--- config.mk ---
export PLATFORM = sky130hd
export DESIGN_NAME = reg_bank_reader
export DESIGN_NICKNAME = d
export VERILOG_FILES = /design/src/rtl/reg_bank_reader.sv
export SDC_FILE = /design/constraint.sdc
export NUM_CORES = 1
export LEC_CHECK = 0
export BUFFER_PORTS_ARGS = -buffer_cell sky130_fd_sc_hd__buf_4
export CELL_PAD_IN_SITES_DETAIL_PLACEMENT = 2
export CELL_PAD_IN_SITES_GLOBAL_PLACEMENT = 2
export CORE_UTILIZATION = 34
export CTS_CLUSTER_SIZE = 10
export DETAILED_ROUTE_END_ITERATION = 8
export PLACE_DENSITY = 0.82
export SLEW_MARGIN = 20
export SYNTH_ARGS = -nofsm -noshare
export SYNTH_HDL_FRONTEND = slang
export SYNTH_SLANG_ARGS = --single-unit
--- constraint.sdc ---
create_clock -name clk -period 3.9 [get_ports clk]
set_input_delay 0.195 -clock clk [delete_from_list [all_inputs] [get_ports clk]]
set_output_delay 0.195 -clock clk [all_outputs]
set_load 0.01 [all_outputs]
--- src/rtl/reg_bank_reader.sv ---
// reg_bank_reader: snapshots a bank of register outputs on request and
// streams a contiguous range of the snapshot over a valid/ready handshake.
// Optional build macro READBACK_PARITY_EN adds out_parity (even parity of
// out_data, registered alongside it).
module reg_bank_reader #(
    parameter int SZ_DATA  = 32,
    parameter int NUM_REGS = 8,
    parameter int SZ_IDX   = $clog2(NUM_REGS)
) (
    input  logic                        clk,
    input  logic                        rst,
    input  logic [NUM_REGS*SZ_DATA-1:0] regs_flat,
    input  logic                        req,
    input  logic [SZ_IDX-1:0]           req_first,
    input  logic [SZ_IDX:0]             req_count,
    output logic                        out_valid,
    input  logic                        out_ready,
    output logic [SZ_DATA-1:0]          out_data,
    output logic [SZ_IDX-1:0]           out_idx,
    output logic                        out_last,
`ifdef READBACK_PARITY_EN
    output logic                        out_parity,
`endif
    output logic                        busy,
    output logic                        req_err,
    output logic                        req_drop
);

    typedef enum logic {IDLE, STREAM} state_t;

    typedef logic [NUM_REGS-1:0][SZ_DATA-1:0] bank_t;

    state_t             state_q, state_d;
    bank_t              shadow_q, shadow_d;
    bank_t              regs_w;
    logic [SZ_IDX:0]    rem_q, rem_d;
    logic               out_valid_q, out_valid_d;
    logic [SZ_DATA-1:0] out_data_q, out_data_d;
    logic [SZ_IDX-1:0]  out_idx_q, out_idx_d;
    logic               out_last_q, out_last_d;
    logic               busy_q, busy_d;
    logic               req_err_q, req_err_d;
    logic               req_drop_q, req_drop_d;
    logic [SZ_IDX+1:0]  range_end;
    logic               range_bad;
    logic [SZ_IDX-1:0]  nxt_idx;

    assign regs_w    = regs_flat;
    // Range end computed two bits wider than the index so it cannot wrap.
    assign range_end = {2'b00, req_first} + {1'b0, req_count};
    assign range_bad = (req_count == '0) || (range_end > (SZ_IDX+2)'(NUM_REGS));
    assign nxt_idx   = out_idx_q + 1'b1;

    // Next-state and registered-output computation for the IDLE/STREAM FSM.
    always_comb begin
        state_d     = state_q;
        shadow_d    = shadow_q;
        rem_d       = rem_q;
        out_valid_d = out_valid_q;
        out_data_d  = out_data_q;
        out_idx_d   = out_idx_q;
        out_last_d  = out_last_q;
        busy_d      = busy_q;
        req_err_d   = 1'b0;
        req_drop_d  = 1'b0;
        case (state_q)
            IDLE: begin
                if (req) begin
                    if (range_bad) begin
                        req_err_d = 1'b1;
                    end else begin
                        // Snapshot and first word come from the same edge, so
                        // the first word is read straight from regs_flat.
                        shadow_d    = regs_w;
                        rem_d       = req_count;
                        out_idx_d   = req_first;
                        out_data_d  = regs_w[req_first];
                        out_last_d  = (req_count == (SZ_IDX+1)'(1));
                        out_valid_d = 1'b1;
                        busy_d      = 1'b1;
                        state_d     = STREAM;
                    end
                end
            end
            STREAM: begin
                req_drop_d = req;
                if (out_valid_q && out_ready) begin
                    if (out_last_q) begin
                        state_d     = IDLE;
                        rem_d       = '0;
                        out_valid_d = 1'b0;
                        out_data_d  = '0;
                        out_idx_d   = '0;
                        out_last_d  = 1'b0;
                        busy_d      = 1'b0;
                    end else begin
                        rem_d      = rem_q - 1'b1;
                        out_idx_d  = nxt_idx;
                        out_data_d = shadow_q[nxt_idx];
                        out_last_d = (rem_q == (SZ_IDX+1)'(2));
                    end
                end
            end
            default: state_d = IDLE;
        endcase
    end

    // State and output registers with synchronous reset.
    always_ff @(posedge clk) begin
        if (rst) begin
            state_q     <= IDLE;
            shadow_q    <= '0;
            rem_q       <= '0;
            out_valid_q <= 1'b0;
            out_data_q  <= '0;
            out_idx_q   <= '0;
            out_last_q  <= 1'b0;
            busy_q      <= 1'b0;
            req_err_q   <= 1'b0;
            req_drop_q  <= 1'b0;
        end else begin
            state_q     <= state_d;
            shadow_q    <= shadow_d;
            rem_q       <= rem_d;
            out_valid_q <= out_valid_d;
            out_data_q  <= out_data_d;
            out_idx_q   <= out_idx_d;
            out_last_q  <= out_last_d;
            busy_q      <= busy_d;
            req_err_q   <= req_err_d;
            req_drop_q  <= req_drop_d;
        end
    end

    assign out_valid = out_valid_q;
    assign out_data  = out_data_q;
    assign out_idx   = out_idx_q;
    assign out_last  = out_last_q;
    assign busy      = busy_q;
    assign req_err   = req_err_q;
    assign req_drop  = req_drop_q;

`ifdef READBACK_PARITY_EN
    logic out_parity_q;

    // Parity tracks the registered word, so it holds with it under backpressure.
    always_ff @(posedge clk) begin
        if (rst) out_parity_q <= 1'b0;
        else     out_parity_q <= ^out_data_d;
    end

    assign out_parity = out_parity_q;
`endif

endmodule

==> reports/qor.csv, run 1 <==
metric;value;unit
CTS resizes;0;
CP arrival;3.43;ns
FP Rows;77;
Startpoint Class;flip-flop;
Synth cell types;42;
synthesized instance count;1620;
Post-Place Worst Slack;0.922;ns
Post-synth EDFFs;0;
post-route antenna net violation count;0;
Worst Tran Pin Value;1.13;ns
Core ar.;44300;um^2
placed instance area;17900;um^2
period utilization;0.779;
DIE HEIGHT;214;um
layout cells sized above 1;0.264;
slew margin rel.;0.244;
Syn Std Cell Area;15300;um^2
setup slack, reg-to-reg;0.86;ns
clk root buf;clkbuf_16;
critical-path maximum fanout;76;
number of CTS-inserted buffers;37;
GPL Wtd Cong;0.819;
DRC marker count from the first detailed-route iteration;1445;
initial antenna violation count;15;
Post-synth ARST share;0;
Fillers;4538;
Clock transition at path regs;0.06;ns
CP Capture Type;flip-flop;
Initial Utilization;0.345;
DRC;0;
largest net degree at the start of global routing;161;
post-synth top area share;0.392;
Final setup viols;0;
via count of the first global-routing pass;18300;
TritonCTS Sinks;300;
Max clock buf depth;3;
Seq cells post-synth;300;
via count;16700;
fin. max-slew vios;0;
Hold Startpoint;req_count[2];
H-tree Lvls;2;
commonest cells in the netlist;dfxtp_1 (300), a21oi_1 (268), nand3_1 (260);
area delta synth->final;41.0;%
PD cells;426;nW/um^2
Worst Hold Depth;3;
Seq/Total Area, Yosys;0.392;
IO Count;307;
total wire length;80.1;mm
RR Startpoint;state_q;
fmax;329;MHz
Nets;2319;
status;complete, no violations;
VDD IR max;0.210;mV
synth top area cells;dfxtp_1 (39%), mux4_2 (19%), a21oi_1 (8.8%);
global router's overall resource usage;0.339;
Leakage;7.67;nW
post-DP HPWL;41.6;mm
TritonCTS clock tree;yes;
wire per inst;30.0;um
Hold WC Path Type;primary input to flip-flop;
Post-Syn Nets;1894;
Yosys warnings;0;
R2R cell count;6;
top-count cell post-synth;dfxtp_1;
clk_skew;0.0167;ns
Finished Cell Area;21600;um^2
Die ar.;45900;um^2
RSZ-0062 raised after global routing;no;
Worst Hold Path EP;rem_q[2];
Critical Path RT;4.29;ns
Synth area leader;dfxtp_1;
crit path launch;state_q;
CP Class;flip-flop to flip-flop;
Max Cap Viol;0;
Period minus WS final;3.04;ns
Worst Setup Slack, final;0.861;ns
RR Endpoint;shadow_q[6];
Congestion Overflow GR;0;
Via density;6.27;
IO buf count;306;
Die X;214;um
final hold vios;0;
clock latency on the worst-skew pair;0.55;ns
top_reg_cell synth;dfxtp_1;
setup TNS;0;ns
DRT Pass-1 Iters;5;
first-pass GRT wire length;119;mm
Mapped Avg Cell Area;9.45;um^2
-- per-stage QoR --
stage	cells	hold slack, ns	utilization	total power (W)
2_1_floorplan	1620	0.343	-	0.00473
5_1_grt	2666	0.0509	0.487	0.00949
6_report	2667	0.0383	0.487	0.00919
3_5_place_dp	2340	0.470	0.404	0.00561
3_3_place_gp	2340	0.458	0.404	0.00554
4_1_cts	2651	0.00907	0.486	0.00907
-- cell families (layout without fill, tap and decap cells) --
group                    after synthesis  after routing  share of synthesized area
AO/OA/AOI/OAI                        647            647                      0.249
XOR/XNOR                               4              4                    0.00278
adder cells (fa/ha/maj)                7              7                    0.00621
buffers and inverters                211            650                     0.0582
flip-flops                           300            300                      0.392
multiplexers                         128            128                      0.188
other                                  0             16                          0
AND/OR/NAND/NOR                      323            323                      0.103
-- layer usage --
| metal | global-route usage | wire, um | vias to the layer above |
|---|---|---|---|
| li1 | - | - | 7049 |
| met1 | 0.433 | 32300 | 8590 |
| met2 | 0.567 | 38900 | 853 |
| met3 | 0.0540 | 5310 | 225 |
| met4 | 0.148 | 3620 | 0 |
| met5 | 0 | 0 | - |
-- power by group --
group | leakage [nW] | total (W) | internal [W] | switching (W)
Clock | 0.530 | 0.00327 | 0.00187 | 0.00139
Combinational | 4.69 | 0.00246 | 0.00101 | 0.00144
Sequential | 2.45 | 0.00346 | 0.00329 | 0.000172
Total | 7.67 | 0.00919 | 0.00618 | 0.00301
-- critical path: stages (launching register included) --
cell	delay (ns)
dfxtp_1	0.56
nand2b_1	0.33
nor2_4	0.12
buf_4	0.32
buf_4	0.78
nand3_1	0.25
a21oi_1	0.47
-- state kept, by name (all words and copies together) (netlist names) --
signal	flops
busy	1
out_last	1
state_q	1
out_data	32
rem_q	4
req_drop	1
shadow_q	256
out_idx	3
req_err	1
-- layout by cell type (no fill, tap or decap), drive strengths merged, types with 5 or more instances in the layout --
cell type | netlist | layout
nand2 | 5 | 5
a221oi | 64 | 64
diode | 0 | 16
a21oi | 270 | 270
buf | 60 | 331
o21ai | 266 | 266
dfxtp | 300 | 300
nor2 | 41 | 41
clkbuf | 143 | 50
ha | 6 | 6
dlygate4sd3 | 0 | 258
mux4 | 128 | 128
a22o | 32 | 32
nand3 | 260 | 260
inv | 8 | 9
-- worst max path at each step --
stage                                to  slack (ns)  depth (start not counted)
after floorplan            out_data[13]        0.99                         13
after global placement    shadow_q[170]        1.05                          9
after detailed placement  shadow_q[104]        0.92                         10
after CTS                  out_data[23]        1.18                          6
after global routing        shadow_q[6]        0.81                          6
final                       shadow_q[6]        0.86                          6
-- cell type report --
cell class              count  area [um^2]  area share
multi-input cells        1109         8500       0.394
flip-flops and latches    300         6010       0.278
repair buffers            589         5190       0.240
clock buffers              50         1060      0.0490
well taps                 592          741      0.0343
diodes                     16         40.0     0.00186
inverters                   8         30.0     0.00139
clock inverters             3         18.8    0.000870
-- repair_timing --
item | 4_1_cts | 5_1_grt
hold buffers | 258 | 0
setup buffers | 0 | 0
hold endpoints to repair | 259 | 0
Power figures use the tool's default switching activity.
==> run 2: changes to the inputs <==
- clock period: 3.9 -> 2.9 ns (I/O delays scaled with it)
==> reports/qor.csv, run 2 (synthesized netlist as in run 1, its figures left out) <==
metric;value;unit;change
status;complete, no violations;;
CP Class;primary input to flip-flop;;
first-pass GRT wire length;124;mm;+4.5%
fin cells;2701;;+1.3%
Comb pwr share;0.276;;+0.008
Clock transition at path regs;0.06;ns;about the same
Max clock buf depth;3;;unchanged
setup slack, reg-to-reg;0.29;ns;-0.57 ns
Clk network pwr share;0.350;;-0.005
CP arrival;3.31;ns;-0.12 ns
worst stage delay on the critical path;0.54;ns;-0.24 ns
Worst Hold Depth;2;;-1
wire per inst;31.1;um;+3.5%
DIE HEIGHT;214;um;unchanged
Power Internal;0.00835;W;+35%
Final setup viols;0;;unchanged
most common cell after layout, fill and taps aside;buf_4;;
period utilization;0.989;;
clk root buf;clkbuf_16;;
post-route antenna net violation count;0;;unchanged
IO buf count;306;;unchanged
RSZ-0062 raised after global routing;yes;;
GPL Wtd Cong;0.837;;+2.2%
Post-CTS Setup Bufs;0;;unchanged
initial antenna violation count;17;;+2
post-DP HPWL;44.1;mm;+6.0%
total wire length;84.0;mm;+4.9%
via count of the first global-routing pass;18900;;+3.0%
Die X;214;um;unchanged
number of CTS-inserted buffers;37;;unchanged
Tot Pwr;0.0125;W;+36%
number of instances in the placed design;2367;;+1.2%
PD cells;570;nW/um^2;+34%
via count;17000;;+1.9%
largest reg by FF count;shadow_q;;
Finished Cell Area;21900;um^2;+1.4%
area delta synth->final;42.9;%;
fmax;349;MHz;
critical-path maximum fanout;132;;+74%
Max Cap Viol;0;;unchanged
clk_skew;0.0286;ns;+0.0119 ns
DRT Pass-1 Iters;7;;+2
Hold Startpoint;rst;;
Sw Ratio;0.331;;+0.00284
H-tree Lvls;2;;unchanged
Worst Path Buf+Inv;4;;+2
Nets;2348;;+1.3%
Initial Utilization;0.345;;unchanged
DRC marker count from the first detailed-route iteration;1634;;+13%
fin. max-slew vios;0;;unchanged
largest net degree at the start of global routing;161;;unchanged
FP Rows;77;;unchanged
Via density;6.31;;+0.60%
CP Capture Type;flip-flop;;
Hold WC Path Type;primary input to flip-flop;;
RR Startpoint;out_idx[0];;
Worst Tran Pin Value;0.902;ns;-0.230 ns
IO Count;307;;unchanged
most frequent cells in the layout;buf_4 (343), dfxtp_1 (299), a21oi_1 (268);;
RR Endpoint;out_data[6];;
slew margin rel.;0.399;;+0.155
Startpoint Class;primary input;;
clock latency on the worst-skew pair;0.55;ns;about the same
Critical Path RT;3.34;ns;-0.95 ns
Core Util, Final;0.494;;+0.00658
final hold vios;0;;unchanged
NetSw;0.00412;W;+37%
crit-path cells;dlygate4sd3_1 > buf_4 > inv_1 > fa_1 > xnor2_2 > a2bb2oi_2 > a2bb2oi_4 > buf_16 > o21ai_0 > a21oi_1;;
placed instance area;18100;um^2;+1.5%
layout cells sized above 1;0.271;;+0.00757
Leakage;7.83;nW;+2.1%
max FFs per register;256;;unchanged
VDD IR max;0.329;mV;+57%
Flop pwr share;0.373;;-0.004
Worst Hold Path EP;shadow_q[207];;
DRC;0;;unchanged
Die ar.;45900;um^2;unchanged
CP max stage cell;dlygate4sd3_1;;
Congestion Overflow GR;0;;unchanged
Core ar.;44300;um^2;unchanged
global router's overall resource usage;0.356;;+0.0166
Hold WS;0.102;ns;+0.0638 ns
TritonCTS Sinks;300;;unchanged
family with the most delay on the worst path;compound AO/OA/AOI/OAI gates;;
TritonCTS clock tree;yes;;
Period minus WS final;2.87;ns;
R2R cell count;6;;unchanged
run 2: through the flow:
| step | setup TNS (ns) | setup WS (ns) |
|---|---|---|
| finish | 0 | 0.0314 |
| global placement | 0 | 0.333 |
| global route | -0.201 | -0.152 |
| detailed placement | 0 | 0.0547 |
| CTS | 0 | 0.222 |
| floorplan | 0 | 0.0401 |
run 2: repair_timing:
action	4_1_cts	5_1_grt
resized for setup	0	1
endpoints found under the hold margin	262	0
hold buffers	260	0
setup endpoints to repair	0	1
run 2: worst max path at each step:
stage / startpoint / to / slack [ns] / depth (start not counted)
floorplan: req_first[1] / out_data[13] / 0.04 / 13
global placement: req_first[0] / shadow_q[163] / 0.33 / 10
detailed placement: req_first[0] / shadow_q[141] / 0.05 / 10
CTS: req_count[1] / shadow_q[243] / 0.22 / 10
global route: req_count[1] / shadow_q[94] / -0.15 / 10
finish: req_count[1] / shadow_q[141] / 0.03 / 10
run 2: final cells by class:
cell class | instances | area, um^2
Fill cell | 4542 | 22400
Multi-Input combinational cell | 1109 | 8500
Sequential cell | 300 | 6010
Timing Repair Buffer | 618 | 5480
Clock buffer | 54 | 1050
Tap cell | 592 | 741
Antenna cell | 19 | 47.5
Inverter | 8 | 30.0
Clock inverter | 1 | 16.3
run 2: metal layers:
metal  vias to the layer above  global-route usage  share of wire
met4                         6               0.164          0.045
met2                       784               0.610           0.50
met5                         -                   0        0.00049
met1                      8885               0.433           0.39
li1                       7113                   -              -
met3                       243              0.0640          0.063
run 2: worst register-to-register path: cells and delay by family (launching register included):
kind / cells / cell delay (ns)
AO/OA/AOI/OAI: 3 / 0.81
adder cells (fa/ha/maj): 1 / 0.51
flip-flops: 1 / 0.42
multiplexers: 1 / 0.36
buffers and inverters: 1 / 0.34
run 2: power by group through the flow:
stage / sequential, W / combinational, W / clock, W
2_1_floorplan: 0.00464 / 0.00172 / 0
3_3_place_gp: 0.00467 / 0.00283 / 0
3_5_place_dp: 0.00470 / 0.00294 / 0
4_1_cts: 0.00462 / 0.00325 / 0.00437
5_1_grt: 0.00467 / 0.00360 / 0.00458
6_report: 0.00466 / 0.00344 / 0.00437
